**src/rtl/serial_paralelo_if.sv**
```systemverilog
// Serial receive link bundle: 1-bit stream in, aligned bytes and link status out.
interface serial_paralelo_if;
    localparam int unsigned BYTE_W = 8;

    logic              data_in;
    logic [BYTE_W-1:0] data_out;
    logic              valid_out;
    logic              active;

    modport master (output data_in, input data_out, valid_out, active);
    modport slave  (input data_in, output data_out, valid_out, active);
endinterface

```
**src/rtl/serial_paralelo.sv**
```systemverilog
// Receive deserializer: aligns on the COM symbol, locks after COM_LOCK aligned COMs,
// then strobes out every non-COM byte.
module serial_paralelo #(
    parameter logic [7:0]  COM      = 8'hBC,
    parameter int unsigned COM_LOCK = 4
) (
    input  logic             clk_32f,
    input  logic             reset,
    serial_paralelo_if.slave bus
);
    localparam int unsigned BYTE_W = 8;
    localparam int unsigned CNT_W  = 3;

    typedef enum logic [1:0] {
        SEARCH,
        LOCK,
        ACTIVE
    } state_t;

    state_t             state_q, state_d;
    logic [BYTE_W-1:0]  sr_q, sr_d;
    logic [CNT_W-1:0]   bit_cnt_q, bit_cnt_d;
    logic [CNT_W-1:0]   com_cnt_q, com_cnt_d;
    logic [BYTE_W-1:0]  data_q, data_d;
    logic               valid_q, valid_d;
    logic               active_q, active_d;
    logic [BYTE_W-1:0]  w;
    logic               boundary;

    // State register and registered outputs
    always_ff @(posedge clk_32f) begin
        if (reset) begin
            state_q   <= SEARCH;
            sr_q      <= '0;
            bit_cnt_q <= '0;
            com_cnt_q <= '0;
            data_q    <= '0;
            valid_q   <= 1'b0;
            active_q  <= 1'b0;
        end else begin
            state_q   <= state_d;
            sr_q      <= sr_d;
            bit_cnt_q <= bit_cnt_d;
            com_cnt_q <= com_cnt_d;
            data_q    <= data_d;
            valid_q   <= valid_d;
            active_q  <= active_d;
        end
    end

    // Next-state: alignment search, lock confirmation, byte delivery
    always_comb begin
        w         = {sr_q[BYTE_W-2:0], bus.data_in};
        boundary  = (bit_cnt_q == CNT_W'(7));
        state_d   = state_q;
        sr_d      = w;
        bit_cnt_d = bit_cnt_q + CNT_W'(1);
        com_cnt_d = com_cnt_q;
        data_d    = data_q;
        valid_d   = 1'b0;
        active_d  = active_q;

        unique case (state_q)
            SEARCH: begin
                // Any bit offset is accepted here; a false match fails the next boundary.
                if (w == COM) begin
                    bit_cnt_d = '0;
                    com_cnt_d = CNT_W'(1);
                    if (COM_LOCK <= 1) begin
                        state_d  = ACTIVE;
                        active_d = 1'b1;
                    end else begin
                        state_d = LOCK;
                    end
                end
            end
            LOCK: begin
                if (boundary) begin
                    if (w == COM) begin
                        if ((com_cnt_q + CNT_W'(1)) >= CNT_W'(COM_LOCK)) begin
                            com_cnt_d = CNT_W'(COM_LOCK);
                            state_d   = ACTIVE;
                            active_d  = 1'b1;
                        end else begin
                            com_cnt_d = com_cnt_q + CNT_W'(1);
                        end
                    end else begin
                        com_cnt_d = '0;
                        state_d   = SEARCH;
                    end
                end
            end
            ACTIVE: begin
                // Alignment is frozen once active; COM bytes are idles.
                if (boundary && (w != COM)) begin
                    data_d  = w;
                    valid_d = 1'b1;
                end
            end
            default: begin
                state_d = SEARCH;
            end
        endcase
    end

    assign bus.data_out  = data_q;
    assign bus.valid_out = valid_q;
    assign bus.active    = active_q;
endmodule

```
**src/flat_wrapper.sv**
```systemverilog
// flat-port wrapper written by rule: the top's interface ports become plain ports
module serial_paralelo_flat 
#(
    parameter logic [7:0]  COM      = 8'hBC,
    parameter int unsigned COM_LOCK = 4
)
  (clk_32f, reset, bus_data_in, bus_data_out, bus_valid_out, bus_active);
  serial_paralelo_if bus_i ();
  input  logic clk_32f;
  input  logic reset;
  input wire logic [$bits(bus_i.data_in)-1:0] bus_data_in;
  output wire logic [$bits(bus_i.data_out)-1:0] bus_data_out;
  output wire logic [$bits(bus_i.valid_out)-1:0] bus_valid_out;
  output wire logic [$bits(bus_i.active)-1:0] bus_active;
  assign bus_i.data_in = bus_data_in;
  assign bus_data_out = bus_i.data_out;
  assign bus_valid_out = bus_i.valid_out;
  assign bus_active = bus_i.active;
  serial_paralelo #(.COM(COM), .COM_LOCK(COM_LOCK)) u_core (.clk_32f(clk_32f), .reset(reset), .bus(bus_i));
endmodule
```
**config.mk**
```make
export PLATFORM = sky130hd
export DESIGN_NAME = serial_paralelo_flat
export DESIGN_NICKNAME = d
export VERILOG_FILES = /design/src/rtl/serial_paralelo_if.sv /design/src/rtl/serial_paralelo.sv /design/src/flat_wrapper.sv
export SDC_FILE = /design/constraint.sdc
export NUM_CORES = 1
export LEC_CHECK = 0
export BUFFER_PORTS_ARGS = -buffer_cell sky130_fd_sc_hd__buf_2
export CORE_ASPECT_RATIO = 1.1
export CORE_UTILIZATION = 40
export CTS_CLUSTER_SIZE = 10
export DETAILED_ROUTE_END_ITERATION = 8
export PLACE_DENSITY = 0.63
export SYNTH_ARGS = -nofsm -noshare
export SYNTH_HDL_FRONTEND = slang
export SYNTH_SLANG_ARGS = --single-unit
```
**constraint.sdc**
```tcl
create_clock -name clk_32f -period 1.8 [get_ports clk_32f]
set_input_delay 0.09 -clock clk_32f [delete_from_list [all_inputs] [get_ports clk_32f]]
set_output_delay 0.09 -clock clk_32f [all_outputs]
set_load 0.02 [all_outputs]
```
==> reports/results.tsv, run 1 <==
metric	value	unit
final net count	113	
Filler Cell Count	217	
Mapped Cells	93	
Slew @ Worst Pin	0.3977	ns
Worst IR Drop VDD	610.3	uV
clk slew on worst S/H paths	0.14	ns
Die Y	53.54	um
dpl ws	0.2701	ns
initial antenna violation count	0	
final non-filler cell total	136	
Worst-Skew Late Latency	0.32	ns
DR pass1 iterations	4	
share of layout cells above drive strength 1	0.1887	
most common cell in the netlist	dfxtp_1	
Critical-path top delay cell	dfxtp_1	
grt ovf	0	
Starting Density	0.4246	
RSZ-0062 raised after global routing	false	
ys async rst share	0	
status	finished, final reports clean	
DRT Wirelength	1.588	mm
CTS Buf Count	3	
ANT nets after route	0	
CP Buf/Inv Count	1	
fmax	648.4	MHz
Cell Chain, Critical Path	ha_1 > ha_1 > nand3b_1 > a21oi_2 > buf_4 > mux2i_1 > nor2_1	
Netlist Area Pre-Place	965.9	um2
power per cell area	776.9	mW/mm2
FP Rows	18	
post-layout min period	1.542	ns
critical path class	register to register	
Largest stage delay, worst path	0.37	ns
Core Region	0.002275	mm2
fin crit share	0.8568	
max-cap viol count	0	
ANT cells	0	
DR vias/cell	5.000	
chip width	48.86	um
Worst Path Required	2.01	ns
final worst setup slack	0.2578	ns
ys flop type	dfxtp_1	
setup tns final	0	ns
Final Hold Violating Endpoints	0	
Final Core Density	0.4763	
H-tree Lvls	1	
post-CTS setup buffers	0	
Synth top cells by count	dfxtp_1 (25), mux2i_1 (9), nor2_1 (9), nor2b_1 (9), a21oi_1 (5)	
Hold WC Path Type	input port to register	
CTS tree	done	
Inst Count DP	132	
Synth area leaders	dfxtp_1 (52%), mux2i_1 (9.3%), nor2b_1 (5.8%)	
dpl hpwl	1.117	mm
static leakage	0.4458	nW
largest net degree at the start of global routing	25	
Worst Path Max Fanout	8	
clk sinks	25	
Setup-failing EPs final	0	
global-route wire length before repair	2.870	mm
area growth from synthesis to layout	12.18	%
CTS Buffer Depth	2	
Synth cell types	28	
Worst EP arrival	1.75	ns
critical path's top delay family	flip-flops	
CTS root buf	clkbuf_4	
largest area contributor in the netlist	dfxtp_1	
vias in the first global route	686	
total global-route track usage	0.1467	
Post-Syn Nets	99	
initial DRC count	4	
Synth top area share	0.5181	
#FFs+latches synth	25	
IO Pins	13	
full die area	0.002616	mm2
critical path capture point type	register	
Critical Path Most Common Cell	ha_1	
routability congestion estimate	0.6847	
Gates resized, CTS repair	0	
max_slew headroom	0.7349	
via count	680	
Post-synth EDFFs	0	
CP Launch Type	register	
IO buf count	12	
Clock Skew	0.008020	ns
hold_ws	0.04417	ns
drt wl/cell	11.68	um
hold buffers post-CTS	0	
DRC	0	
Max Slew Vio Count	0	
post-synthesis area per instance	10.39	um2
synthesis warning total	0	
Seq/Total Area, Yosys	0.5181	
[cell families after synthesis]
logic type / after synthesis / synth area share
multiplexers: 9 / 0.09327
buffers and inverters: 7 / 0.02980
AO/OA/AOI/OAI: 12 / 0.08549
AND/OR/NAND/NOR: 36 / 0.2254
adder cells (fa/ha/maj): 3 / 0.03886
flip-flops: 25 / 0.5181
XOR/XNOR: 1 / 0.009069
[final cells by class]
class                      count  area, um2  area share
inverter                       3      11.26     0.01039
multi-input combinational     61      436.7      0.4030
sequential                    25      500.5      0.4619
timing repair buffer          13      67.56     0.06236
clock inverter                 1      7.507    0.006928
tap                           30      37.54     0.03464
clock buffer                   3      22.52     0.02079
[state kept, by name (all words and copies together), names as in the netlist]
| signal | cells |
|---|---|
| u_core.sr_q | 7 |
| u_core.bus.data_out | 8 |
| u_core.state_q | 2 |
| u_core.com_cnt_q | 3 |
| u_core.bus.valid_out | 1 |
| u_core.bus.active | 1 |
| u_core.bit_cnt_q | 3 |
[final timing paths]
check                       from                     end  slack (ns)  cells past startpoint
max          u_core.bit_cnt_q[0]  u_core.bus.data_out[6]        0.26                      7
min                  bus_data_in          u_core.sr_q[0]        0.04                      2
max reg2reg  u_core.bit_cnt_q[0]  u_core.bus.data_out[6]        0.26                      7
min reg2reg  u_core.bit_cnt_q[0]     u_core.bit_cnt_q[0]        0.44                      1
[layer usage]
layer / global-route usage / up-vias / routed length, um
li1: - / 348 / -
met1: 0.1453 / 314 / 747
met2: 0.2824 / 14 / 741
met3: 0.05367 / 4 / 71
met4: 0.05882 / 0 / 27
met5: 0 / - / 0
[report_power, final]
part | total [mW] | internal [mW] | switching (mW)
Combinational | 0.0227 | 0.00896 | 0.0137
Clock | 0.252 | 0.0849 | 0.167
Sequential | 0.567 | 0.562 | 0.00513
Total | 0.842 | 0.656 | 0.186
[worst register-to-register path: stages, from the launching register on]
cell      delay [ns]
dfxtp_1         0.37
ha_1            0.15
ha_1            0.21
nand3b_1        0.13
a21oi_2         0.12
buf_4           0.20
mux2i_1         0.21
nor2_1          0.06
[cells in the final DEF, fill, tap and decap left out, drive strengths merged, types with 2 or more instances in the layout]
cell type	count
a21oi	6
a22oi	2
and2	3
buf	13
clkbuf	3
dfxtp	25
ha	3
inv	3
mux2i	9
nand2	3
nand3b	2
nor2	9
nor2b	9
nor3	3
[metrics by stage]
step | instance area [um2] | power [mW]
floorplan | 965.9 | 0.5941
global placement | 1054 | 0.6024
detailed placement | 1054 | 0.6033
CTS | 1084 | 0.8555
global route | 1084 | 0.8867
finish | 1084 | 0.8418
No activity file was read; power rests on OpenSTA's default activity.
==> inputs of run 2 (changes only) <==
--- a/config.mk
+++ b/config.mk
@@ -10,7 +10,7 @@
 export CORE_UTILIZATION = 40
 export CTS_CLUSTER_SIZE = 10
 export DETAILED_ROUTE_END_ITERATION = 8
-export PLACE_DENSITY = 0.63
+export PLACE_DENSITY = 0.57
 export SYNTH_ARGS = -nofsm -noshare
 export SYNTH_HDL_FRONTEND = slang
 export SYNTH_SLANG_ARGS = --single-unit
==> reports/results.tsv, run 2 (synthesis gave the netlist of run 1 again) <==
metric	value	unit	change
drt wl/cell	11.85	um	+1.4%
largest net degree at the start of global routing	25		unchanged
power per cell area	766.4	mW/mm2	-1.4%
initial antenna violation count	0		unchanged
total global-route track usage	0.1447		-0.001946
ANT nets after route	0		unchanged
static leakage	0.4469	nW	+0.23%
CTS root buf	clkbuf_4		
Clock Power Share	0.288		-0.011
vias in the first global route	636		-7.3%
DRC	0		unchanged
post-layout min period	1.561	ns	+0.01882 ns
Worst EP arrival	1.76	ns	about the same
critical path's top delay family	adder cells		
Starting Density	0.4246		unchanged
design area	0.001080	mm2	-0.35%
share of layout cells above drive strength 1	0.1792		-0.009434
Worst Path Max Fanout	8		unchanged
commonest non-fill, non-tap cells in the layout	dfxtp_1 (25), buf_2 (12), mux2i_1 (9), nor2_1 (9), nor2b_1 (9)		
hold wc startpoint	bus_data_in		
area of the multi-input gates	436.7	um2	unchanged
Slew @ Worst Pin	0.4149	ns	+0.01727 ns
routability congestion estimate	0.8128		+19%
DR pass1 iterations	4		unchanged
Final Core Density	0.4747		-0.001651
hold_ws	0.06342	ns	+0.01925 ns
critical path capture point type	register		
CTS Buf Count	3		unchanged
Filler Cell Count	237		+9.2%
CP Buf/Inv Count	1		unchanged
Hold WC Path Type	input port to register		
Setup-failing EPs final	0		unchanged
reg-to-reg startpoint	u_core.bit_cnt_q[0]		
IO buf count	12		unchanged
ANT cells	0		unchanged
Pint	657.2	uW	+0.14%
Cell Chain, Critical Path	ha_1 > ha_1 > nand3b_1 > a21oi_2 > buf_4 > mux2i_1 > nor2_1		
setup tns final	0	ns	unchanged
worst setup path start	u_core.bit_cnt_q[0]		
DRT Wirelength	1.611	mm	+1.4%
DR vias/cell	5.044		+0.88%
Final Hold Violating Endpoints	0		unchanged
flip-flop count of the largest register after layout	8		unchanged
Critical Path Most Common Cell	ha_1		
initial DRC count	6		+2
Worst IR Drop VDD	457.5	uV	-25%
critical path class	register to register		
Max Slew Vio Count	0		unchanged
via count	686		+0.88%
area growth from synthesis to layout	11.79	%	
CTS Buffer Depth	2		unchanged
RSZ-0062 raised after global routing	false		
Switch Pwr	170.3	uW	-8.2%
area occupied by registers	500.5	um2	unchanged
fmax	640.6	MHz	-1.2%
Die Y	53.54	um	unchanged
final net count	113		unchanged
dpl hpwl	1.127	mm	+0.88%
CP Launch Type	register		
H-tree Lvls	1		unchanged
CTS tree	done		
clk sinks	25		unchanged
FP Rows	18		unchanged
status	finished, final reports clean		
Largest stage delay, worst path	0.36	ns	about the same
IO Pins	13		unchanged
fin crit share	0.8673		+0.01045
chip width	48.86	um	unchanged
Flop pwr share	0.685		+0.011
dpl cell area	0.001054	mm2	unchanged
global-route wire length before repair	2.822	mm	-1.7%
Gates resized, CTS repair	0		unchanged
grt ovf	0		unchanged
max_slew headroom	0.7234		-0.01151
commonest non-fill, non-tap cell in the layout	dfxtp_1		
Core Region	0.002275	mm2	unchanged
full die area	0.002616	mm2	unchanged
Worst Path Required	2.00	ns	about the same
post-CTS setup buffers	0		unchanged
clk slew on worst S/H paths	0.13	ns	about the same
hold buffers post-CTS	0		unchanged
Worst-Skew Late Latency	0.30	ns	-0.02 ns
max-cap viol count	0		unchanged
Comb power frac	0.027		about the same
Switching Share	0.2058		-0.01458
Clock Skew	0.003113	ns	-0.004907 ns
Critical-path top delay cell	dfxtp_1		
-- run 2: stage by stage --
stage,power [mW],std cells,worst slack [ns]
2_1_floorplan,0.5941,93,0.2769
3_3_place_gp,0.6026,132,0.2586
3_5_place_dp,0.6025,132,0.2575
4_1_cts,0.8422,136,0.2283
5_1_grt,0.8676,136,0.09202
6_report,0.8275,136,0.2389
-- run 2: path summary, 6_finish.rpt --
| check | endpoint | slack, ns | cells past startpoint |
|---|---|---|---|
| setup / recovery | u_core.bus.data_out[2] | 0.24 | 7 |
| hold / removal | u_core.sr_q[0] | 0.06 | 2 |
| setup reg to reg | u_core.bus.data_out[2] | 0.24 | 7 |
| hold reg to reg | u_core.bit_cnt_q[0] | 0.43 | 1 |
-- run 2: layout make-up --
type	instances	share of cell area
repair buffers	13	0.06257
well taps	30	0.03476
flip-flops and latches	25	0.4635
inverters	3	0.01043
multi-input cells	61	0.4044
clock buffers	4	0.02433
-- run 2: power groups by stage --
stage / logic (mW) / clock network [mW] / registers (mW)
5_1_grt: 0.0270 / 0.272 / 0.569
3_5_place_dp: 0.0226 / 0 / 0.580
4_1_cts: 0.0229 / 0.252 / 0.567
2_1_floorplan: 0.0158 / 0 / 0.578
6_report: 0.0225 / 0.238 / 0.567
3_3_place_gp: 0.0228 / 0 / 0.580
-- run 2: per-layer routing --
metal / vias up / global-route usage / routed length (um)
met4: 0 / 0.07353 / 15
met2: 16 / 0.2616 / 791
met3: 2 / 0.03390 / 61
li1: 345 / - / -
met1: 323 / 0.1623 / 743
met5: - / 0 / 0
==> inputs of run 3 (changes only) <==
--- a/config.mk
+++ b/config.mk
@@ -11,6 +11,7 @@
 export CTS_CLUSTER_SIZE = 10
 export DETAILED_ROUTE_END_ITERATION = 8
 export PLACE_DENSITY = 0.57
+export SLEW_MARGIN = 5
 export SYNTH_ARGS = -nofsm -noshare
 export SYNTH_HDL_FRONTEND = slang
 export SYNTH_SLANG_ARGS = --single-unit
==> constraint.sdc (replaced) <==
create_clock -name clk_32f -period 1.8 [get_ports clk_32f]
set_input_delay 0 -clock clk_32f [delete_from_list [all_inputs] [get_ports clk_32f]]
set_output_delay 0 -clock clk_32f [all_outputs]
set_load 0.02 [all_outputs]
==> reports/results.tsv, run 3 (synthesis gave the netlist of run 1 again) <==
metric	value	unit	change
status	finished, final reports clean		
Max Slew Vio Count	0		unchanged
post-layout min period	1.559	ns	-0.002431 ns
global-route wire length before repair	2.849	mm	+0.96%
max-cap viol count	0		unchanged
Final Core Density	0.4791		+0.004401
area growth from synthesis to layout	12.82	%	
CP Launch Type	register		
Worst EP arrival	1.75	ns	about the same
commonest non-fill, non-tap cell in the layout	dfxtp_1		
dpl hpwl	1.127	mm	unchanged
power per cell area	760.6	mW/mm2	-0.76%
CTS tree	done		
static leakage	0.4510	nW	+0.93%
DR pass1 iterations	4		unchanged
initial DRC count	6		unchanged
DRT Wirelength	1.613	mm	+0.12%
commonest non-fill, non-tap cells in the layout	dfxtp_1 (25), buf_2 (12), mux2i_1 (9), nor2_1 (9), nor2b_1 (9)		
Starting Density	0.4246		unchanged
largest net degree at the start of global routing	25		unchanged
via count	692		+0.87%
dpl cell area	0.001054	mm2	unchanged
ANT cells	0		unchanged
CTS root buf	clkbuf_4		
vias in the first global route	641		+0.79%
Worst Path Required	2.00	ns	about the same
final net count	114		+0.88%
Clock Skew	0.003241	ns	+0.0001273 ns
CTS Buf Count	3		unchanged
Core Region	0.002275	mm2	unchanged
DRC	0		unchanged
Filler Cell Count	234		-1.3%
fmax	641.6	MHz	+0.16%
Setup-failing EPs final	0		unchanged
post-CTS setup buffers	0		unchanged
fin crit share	0.8659		-0.001351
clk slew on worst S/H paths	0.13	ns	about the same
routability congestion estimate	0.8128		unchanged
critical path capture point type	register		
max_slew headroom	0.7243		+0.0009090
Worst IR Drop VDD	457.5	uV	about the same
design area	0.001090	mm2	+0.93%
DR vias/cell	5.051		+0.14%
RSZ-0062 raised after global routing	false		
ANT nets after route	0		unchanged
FP Rows	18		unchanged
Worst-Skew Late Latency	0.30	ns	about the same
IO Pins	13		unchanged
H-tree Lvls	1		unchanged
chip width	48.86	um	unchanged
Die Y	53.54	um	unchanged
Slew @ Worst Pin	0.4136	ns	-0.001364 ns
drt wl/cell	11.77	um	-0.61%
share of layout cells above drive strength 1	0.1776		-0.001675
Worst Path Max Fanout	8		unchanged
Hold WC Path Type	input port to register		
total global-route track usage	0.1459		+0.001237
Final Hold Violating Endpoints	0		unchanged
initial antenna violation count	0		unchanged
IO buf count	12		unchanged
flip-flop count of the largest register after layout	8		unchanged
grt ovf	0		unchanged
clk sinks	25		unchanged
setup tns final	0	ns	unchanged
CTS Buffer Depth	2		unchanged
full die area	0.002616	mm2	unchanged
critical path class	register to register		
[run 3: cell types whose count changed in the layout (fill, tap and decap cells not counted)]
| cell | change |
|---|---|
| dlygate4sd3_1 | +1 |
[run 3: area by class of cell]
cell class / instances / area [um2] / share of cell area
well taps: 30 / 37.54 / 0.03444
multi-input cells: 61 / 436.7 / 0.4007
repair buffers: 14 / 77.57 / 0.07118
flip-flops and latches: 25 / 500.5 / 0.4592
clock buffers: 4 / 26.28 / 0.02411
inverters: 3 / 11.26 / 0.01033
[run 3: path summary, 6_finish.rpt]
| path | start | endpoint | slack, ns | depth (start not counted) |
|---|---|---|---|---|
| min | reset | u_core.bus.data_out[1] | 0.1 | 2 |
| max | u_core.bit_cnt_q[0] | u_core.bus.data_out[2] | 0.24 | 7 |
| min reg2reg | u_core.bit_cnt_q[0] | u_core.bit_cnt_q[0] | 0.43 | 1 |
| max reg2reg | u_core.bit_cnt_q[0] | u_core.bus.data_out[2] | 0.24 | 7 |
[run 3: per-layer routing]
metal	vias to the layer above	GRT usage	part of all wire
met5	-	0	0
met4	0	0.07353	0.0093
met3	2	0.03390	0.038
met2	14	0.2639	0.49
met1	329	0.1641	0.46
li1	347	-	-
[run 3: through the flow]
step | setup WS [ns] | power, mW | cells | hold WS, ns
floorplan | 0.2769 | 0.5941 | 93 | 0.07161
global placement | 0.2586 | 0.6026 | 132 | 0.2843
detailed placement | 0.2575 | 0.6025 | 132 | 0.2948
CTS | 0.2283 | 0.8439 | 137 | 0.08511
global route | 0.09202 | 0.8695 | 137 | 0.1153
finish | 0.2414 | 0.8289 | 137 | 0.09894
[run 3: timing repair]
item	4_1_cts	5_1_grt
setup endpoints to repair	0	0
hold buffers	1	0
endpoints found under the hold margin	2	0
resized for setup	0	0
[run 3: where the power goes]
group	total, mW	switching (mW)	internal (mW)
registers	0.567	0.00480	0.562
clock network	0.238	0.152	0.0863
logic	0.0239	0.0138	0.0101
total	0.829	0.170	0.659
[run 3: worst max-delay path: stages (launching register included)]
cell      delay (ns)
dfxtp_1         0.36
ha_1            0.15
ha_1            0.23
nand3b_1        0.14
a21oi_2         0.12
buf_4           0.20
mux2i_1         0.21
nor2_1          0.05
